### config.mk
export PLATFORM = sky130hd
export DESIGN_NAME = dsp_logic_pipe
export DESIGN_NICKNAME = d
export VERILOG_FILES = /design/src/rtl/dsp_logic_pkg.sv /design/src/rtl/dsp_logic_stage.sv /design/src/rtl/dsp_logic_pipe.sv
export SDC_FILE = /design/constraint.sdc
export NUM_CORES = 1
export LEC_CHECK = 0
export ABC_AREA = 0
export ABC_CLOCK_PERIOD_IN_PS = 1700
export BUFFER_PORTS_ARGS = -buffer_cell sky130_fd_sc_hd__buf_2
export CAP_MARGIN = 20
export CORE_UTILIZATION = 30
export DETAILED_ROUTE_END_ITERATION = 10
export PLACE_DENSITY = 0.53
export REMOVE_ABC_BUFFERS = 1
export SLEW_MARGIN = 20
export SYNTH_ARGS = -nofsm -noshare
export SYNTH_HDL_FRONTEND = slang
export SYNTH_SLANG_ARGS = --single-unit
### constraint.sdc
create_clock -name clk -period 1.7 [get_ports clk]
set_input_delay 0.085 -clock clk [delete_from_list [all_inputs] [get_ports clk]]
set_output_delay 0.085 -clock clk [all_outputs]
set_load 0.03 [all_outputs]
### src/rtl/dsp_logic_pkg.sv
// dsp_logic_pkg: op codes and per-bit logic helpers shared by the logic pipe
package dsp_logic_pkg;
  typedef enum logic [2:0] {
    OP_XOR, OP_AND, OP_OR, OP_XNOR, OP_NAND, OP_NOR, OP_ANDN, OP_PASS
  } op_e;

  function automatic logic logic_op(input logic a, input logic b, input op_e op);
    case (op)
      OP_XOR:  return a ^ b;
      OP_AND:  return a & b;
      OP_OR:   return a | b;
      OP_XNOR: return ~(a ^ b);
      OP_NAND: return ~(a & b);
      OP_NOR:  return ~(a | b);
      OP_ANDN: return a & ~b;
      default: return a;
    endcase
  endfunction

  function automatic logic acc_legal(input op_e op);
    return op inside {OP_XOR, OP_AND, OP_OR};
  endfunction
endpackage

### src/rtl/dsp_logic_stage.sv
// dsp_logic_stage: one valid/ready register slice carrying an opaque payload
module dsp_logic_stage #(
  parameter int W = 8
) (
  input  logic         clk,
  input  logic         rst_n,
  input  logic         ce_i,
  input  logic         ready_i,
  input  logic         valid_i,
  input  logic [W-1:0] data_i,
  output logic         valid_o,
  output logic [W-1:0] data_o
);
  logic         valid_q;
  logic [W-1:0] data_q;

  always_ff @(posedge clk or negedge rst_n)
    if (!rst_n) begin
      valid_q <= 1'b0;
      data_q  <= '0;
    end else if (ce_i && ready_i) begin
      valid_q <= valid_i;
      if (valid_i) data_q <= data_i;
    end

  assign valid_o = valid_q;
  assign data_o  = data_q;
endmodule

### src/rtl/dsp_logic_pipe.sv
// dsp_logic_pipe: flow-controlled bitwise logic pipeline with reduction accumulator
module dsp_logic_pipe
  import dsp_logic_pkg::*;
#(
  parameter int WIDTH   = 48,
  parameter int LATENCY = 2
) (
  input  logic             clk,
  input  logic             rst_n,
  input  logic             ce_i,
  input  logic             in_valid_i,
  output logic             in_ready_o,
  input  logic [WIDTH-1:0] a_i,
  input  logic [WIDTH-1:0] b_i,
  input  logic [2:0]       opsel_i,
  input  logic             acc_en_i,
  input  logic             acc_first_i,
  output logic             out_valid_o,
  input  logic             out_ready_i,
  output logic [WIDTH-1:0] result_o,
  output logic             busy_o
);
  localparam int PW = WIDTH + 5;

  if (WIDTH < 1 || WIDTH > 96 || LATENCY < 1 || LATENCY > 4) begin : g_bad_param
    $error("dsp_logic_pipe: illegal WIDTH=%0d or LATENCY=%0d", WIDTH, LATENCY);
  end

  logic [WIDTH-1:0]   r;
  logic               s_v [LATENCY];
  logic [PW-1:0]      s_d [LATENCY];
  logic [LATENCY-1:0] vall, rdy;

  always_comb
    for (int i = 0; i < WIDTH; i++) r[i] = logic_op(a_i[i], b_i[i], op_e'(opsel_i));

  assign s_v[0]     = in_valid_i;
  assign s_d[0]     = {r, opsel_i, acc_en_i, acc_first_i};
  assign in_ready_o = rst_n & ce_i & rdy[0];
  assign busy_o     = |vall;

  // Ready is derived from the valid bits directly, so no comb chain runs stage to stage
  for (genvar k = 0; k < LATENCY; k++) begin : g_rdy
    assign rdy[k] = out_ready_i | ~&vall[LATENCY-1:k];
  end

  for (genvar j = 0; j < LATENCY - 1; j++) begin : g_stage
    dsp_logic_stage #(.W(PW)) u_stage (
      .clk     (clk),
      .rst_n   (rst_n),
      .ce_i    (ce_i),
      .ready_i (rdy[j]),
      .valid_i (s_v[j]),
      .data_i  (s_d[j]),
      .valid_o (s_v[j+1]),
      .data_o  (s_d[j+1])
    );
    assign vall[j] = s_v[j+1];
  end

  logic [WIDTH-1:0] lr, comb, acc_q, acc_d, res_q, res_d;
  logic [2:0]       lop;
  logic             len, lfirst, eff, val_q;

  assign {lr, lop, len, lfirst} = s_d[LATENCY-1];

  always_comb begin
    eff = len & acc_legal(op_e'(lop));
    for (int i = 0; i < WIDTH; i++) comb[i] = logic_op(acc_q[i], lr[i], op_e'(lop));
    acc_d = !eff ? acc_q : lfirst ? lr : comb;
    res_d = eff ? acc_d : lr;
  end

  // Accumulator only moves when a beat enters this stage: one update point per beat
  always_ff @(posedge clk or negedge rst_n)
    if (!rst_n) begin
      val_q <= 1'b0;
      acc_q <= '0;
      res_q <= '0;
    end else if (ce_i && rdy[LATENCY-1]) begin
      val_q <= s_v[LATENCY-1];
      if (s_v[LATENCY-1]) begin
        acc_q <= acc_d;
        res_q <= res_d;
      end
    end

  assign vall[LATENCY-1] = val_q;
  assign out_valid_o     = val_q;
  assign result_o        = res_q;
endmodule
==> impl_metrics.py <==
metrics = {
    "final_layout": {
        "drive_above_1_share": 0.248,
        "num-nets-final": 2778,
        "stdcell_count": 3157,
        "post-route-util": 0.392,
        "syn_to_final_growth_pct": 29.2,
        "layout_common_cells": "ha_1, inv_1, nand2_1",
        "final-seq-area_um2": 3790,
        "multi_input_area_um2": 12400,
        "layout_commonest_cell": "ha_1",
        "fillCellCount": 5660,
    },
    "die": {
        "design.die.area_um2": 57800,
        "initial_core_util": 0.303,
        "die_h_um": 241,
        "core_area_um2": 56300,
        "die_w_um": 241,
        "io_pins": 157,
        "fp-row-count": 87,
    },
    "power": {
        "switching_share": 0.449,
        "power_frac_seq": 0.254,
        "power.total_w": 0.0249,
        "ir_worst_vdd_v": 0.000885,
        "p_sw_w": 0.0112,
        "powerDensity_nw_per_um2": 1130,
        "combinationalPowerShare": 0.577,
        "p_int_w": 0.0137,
        "p_leak_nw": 10.1,
        "power.clock.fraction": 0.169,
    },
    "grt": {
        "grt_usage": 0.193,
        "grt_overflow": 0,
        "antenna_found_initial": 5,
        "grt_max_degree": 81,
        "grt_pass1_wl_mm": 88.3,
        "first_global_vias": 16300,
    },
    "outcome": {
        "failed_checks": "setup timing",
        "outcome": "complete, but fails checks",
    },
    "cts": {
        "cts.sinks": 151,
        "clockBufferDepth": 2,
        "root_buffer": "clkbuf_16",
        "htreeDepth": 4,
        "clkSlewWorstSetupHoldPaths_ns": 0.07,
        "cts_buffers": 17,
        "cts_tree": "yes",
        "insertion_delay_ns": 0.46,
    },
    "timing": {
        "setup-tns-final_ns": -5.76,
        "setup_viol": 88,
        "slew-limit-headroom": 0.457,
        "fin_ws_ns": -0.142,
        "fin_worst_skew_ns": 0.0127,
        "fmax_mhz": 543,
        "finalHoldViolCount": 0,
        "rsz0062_at_grt": "yes",
        "slew_viol_final": 0,
        "period_minus_slack_ns": 1.84,
        "finalCritPeriodShare": 1.08,
        "tightest_slew_ns": 0.814,
    },
    "placed_design": {
        "dpl.hpwl_mm": 40.1,
        "portBuffers": 156,
        "dp_cells": 3068,
        "gp_congestion": 0.824,
    },
    "detailed_routing": {
        "final_antenna_net_count": 0,
        "routedWlPerCell_um": 18.3,
        "wirelength_mm": 57.8,
        "drt-initial-drc-count": 1029,
        "num_vias": 16800,
        "drc": 0,
        "first_pass_iters": 5,
        "via_per_inst": 5.33,
    },
    "setup_path": {
        "worstPathRequired_ns": 2.10,
        "critPathLaunchType": "flip-flop",
        "cp.depth": 7,
        "crit_type": "flip-flop to flip-flop",
        "cp_slowest_stage_delay_ns": 0.54,
        "cp_max_fo": 8,
        "cp-end-kind": "flip-flop",
        "worst_path_dominant_cell_family": "flip-flops",
        "path_cells": "buf_6 -> a2111oi_4 -> buf_4 -> nand2_8 -> clkbuf_16 -> nor2_1 -> a221o_1",
        "cpMaxStageDelayCell": "dfrtp_4",
        "cp.arrival_ns": 2.24,
        "rr_worst_depth": 7,
        "cp_num_buf_inv": 3,
    },
    "yosys": {
        "synth.avg_cell_area_um2": 7.91,
        "synthArstFlopShare": 1.00,
        "synth.yosys.seq_area_share": 0.221,
        "synth.largest_area_cell": "dfrtp_1",
        "syn-cell-area_um2": 17100,
        "synthCells": 2157,
        "yosys_warnings": 0,
        "synth_edf_count": 0,
        "yosys-top-cells-area": "dfrtp_1, ha_1, a21oi_1, inv_1, o21ai_0",
        "synth_cell_types": 65,
        "synthFlopType": "dfrtp_1",
        "synth-seq-cells": 151,
        "yosys.area.top_type_share": 0.221,
    },
    "flow_run": {
        "drv_cap": 0,
    },
    "hold_path": {
        "hold_depth": 3,
        "min-delay-path-class": "input port to flip-flop",
    },
}
-- sequential cells by signal, indices dropped and copies added (netlist names) --
name and cells:
out_valid_o 1, result_o 48, g_stage.u_stage.data_o 53, acc_q 48, g_stage.u_stage.valid_o 1
-- power groups by stage --
stage / sequential, W / clock (W) / combinational (W)
2_1_floorplan: 0.00728 / 0 / 0.00685
3_3_place_gp: 0.00633 / 0 / 0.0121
3_5_place_dp: 0.00637 / 0 / 0.0126
4_1_cts: 0.00633 / 0.00428 / 0.0133
5_1_grt: 0.00650 / 0.00444 / 0.0158
6_report: 0.00632 / 0.00421 / 0.0144
-- cell type report --
class | instances | share of cell area
Antenna cell | 2 | 0.000227
Clock buffer | 20 | 0.0207
Sequential cell | 151 | 0.172
Timing Repair Buffer | 391 | 0.159
Multi-Input combinational cell | 1616 | 0.560
Inverter | 210 | 0.0368
Clock inverter | 11 | 0.00777
Tap cell | 756 | 0.0429
-- through the flow --
stage          setup slack [ns]  cell area [µm²]  hold WS, ns
2_1_floorplan             -4.22            16200       -0.211
4_1_cts                  -0.106            21200      0.00344
3_5_place_dp             -0.152            19800      -0.0191
5_1_grt                  -0.212            22000       0.0297
6_report                 -0.142            22000       0.0134
3_3_place_gp             -0.129            19800      -0.0150
-- path summary, 6_finish.rpt --
check | startpoint | end | slack (ns)
setup / recovery | g_stage[0].u_stage.data_o[2] | result_o[1] | -0.14
hold / removal | a_i[3] | g_stage[0].u_stage.data_o[8] | 0.01
setup reg to reg | g_stage[0].u_stage.data_o[2] | result_o[1] | -0.14
hold reg to reg | result_o[0] | result_o[0] | 0.49
max in group asynchronous | rst_n | g_stage[0].u_stage.data_o[2] | 0.84
min in group asynchronous | rst_n | g_stage[0].u_stage.data_o[51] | 0.07
-- Yosys cell counts (7+ instances only) --
master    instances
a211oi_1         83
o21bai_1         11
a21oi_1         163
o31ai_1          21
a32oi_1          12
a221o_1          14
a21o_1           11
a31oi_1          27
buf_4            20
a22o_1           16
o21ai_1          14
o21ai_0         137
o221a_2           7
o22a_1           11
o211a_1           7
o22ai_1          46
nor2_1          155
o32ai_1           7
clkbuf_1         80
and3_1           14
inv_1           206
mux2_2           26
ha_1            285
nand3_1          43
mux2i_1          19
nand2b_1         39
nor2b_1          52
o221ai_1         38
nand2_1         163
or2_2             7
buf_2            71
o2111a_1         11
o211ai_1         64
nor3_1           54
dfrtp_1         151
-- worst reg2reg max path: cells and delay by family, from the launching register on --
kind | cells | cell delay [ns]
buf+inv | 3 | 0.55
flops | 1 | 0.54
compound gates | 2 | 0.50
simple gates | 2 | 0.21
-- what timing repair did --
| action | in CTS | in global routing |
|---|---|---|
| gates cloned | 3 | 8 |
| endpoints found under the setup margin | 90 | 105 |
| endpoints found under the hold margin | 172 | 0 |
| setup buffers | 15 | 8 |
| hold buffers | 22 | 0 |
| gates resized for setup | 96 | 140 |
| pin swaps | 33 | 76 |
-- logic make-up after synthesis --
| group | count (synthesis) | synth area share |
|---|---|---|
| simple gates | 546 | 0.149 |
| mux | 49 | 0.0331 |
| compound gates | 736 | 0.290 |
| flops | 151 | 0.221 |
| buf+inv | 390 | 0.0980 |
| fa+ha+maj | 285 | 0.209 |
-- routing by layer --
metal,track usage,part of all wire
met3,0.0226,0.035
met2,0.334,0.49
met5,0,0.00048
met1,0.244,0.45
met4,0.0691,0.019
No activity file was read; power rests on OpenSTA's default activity.
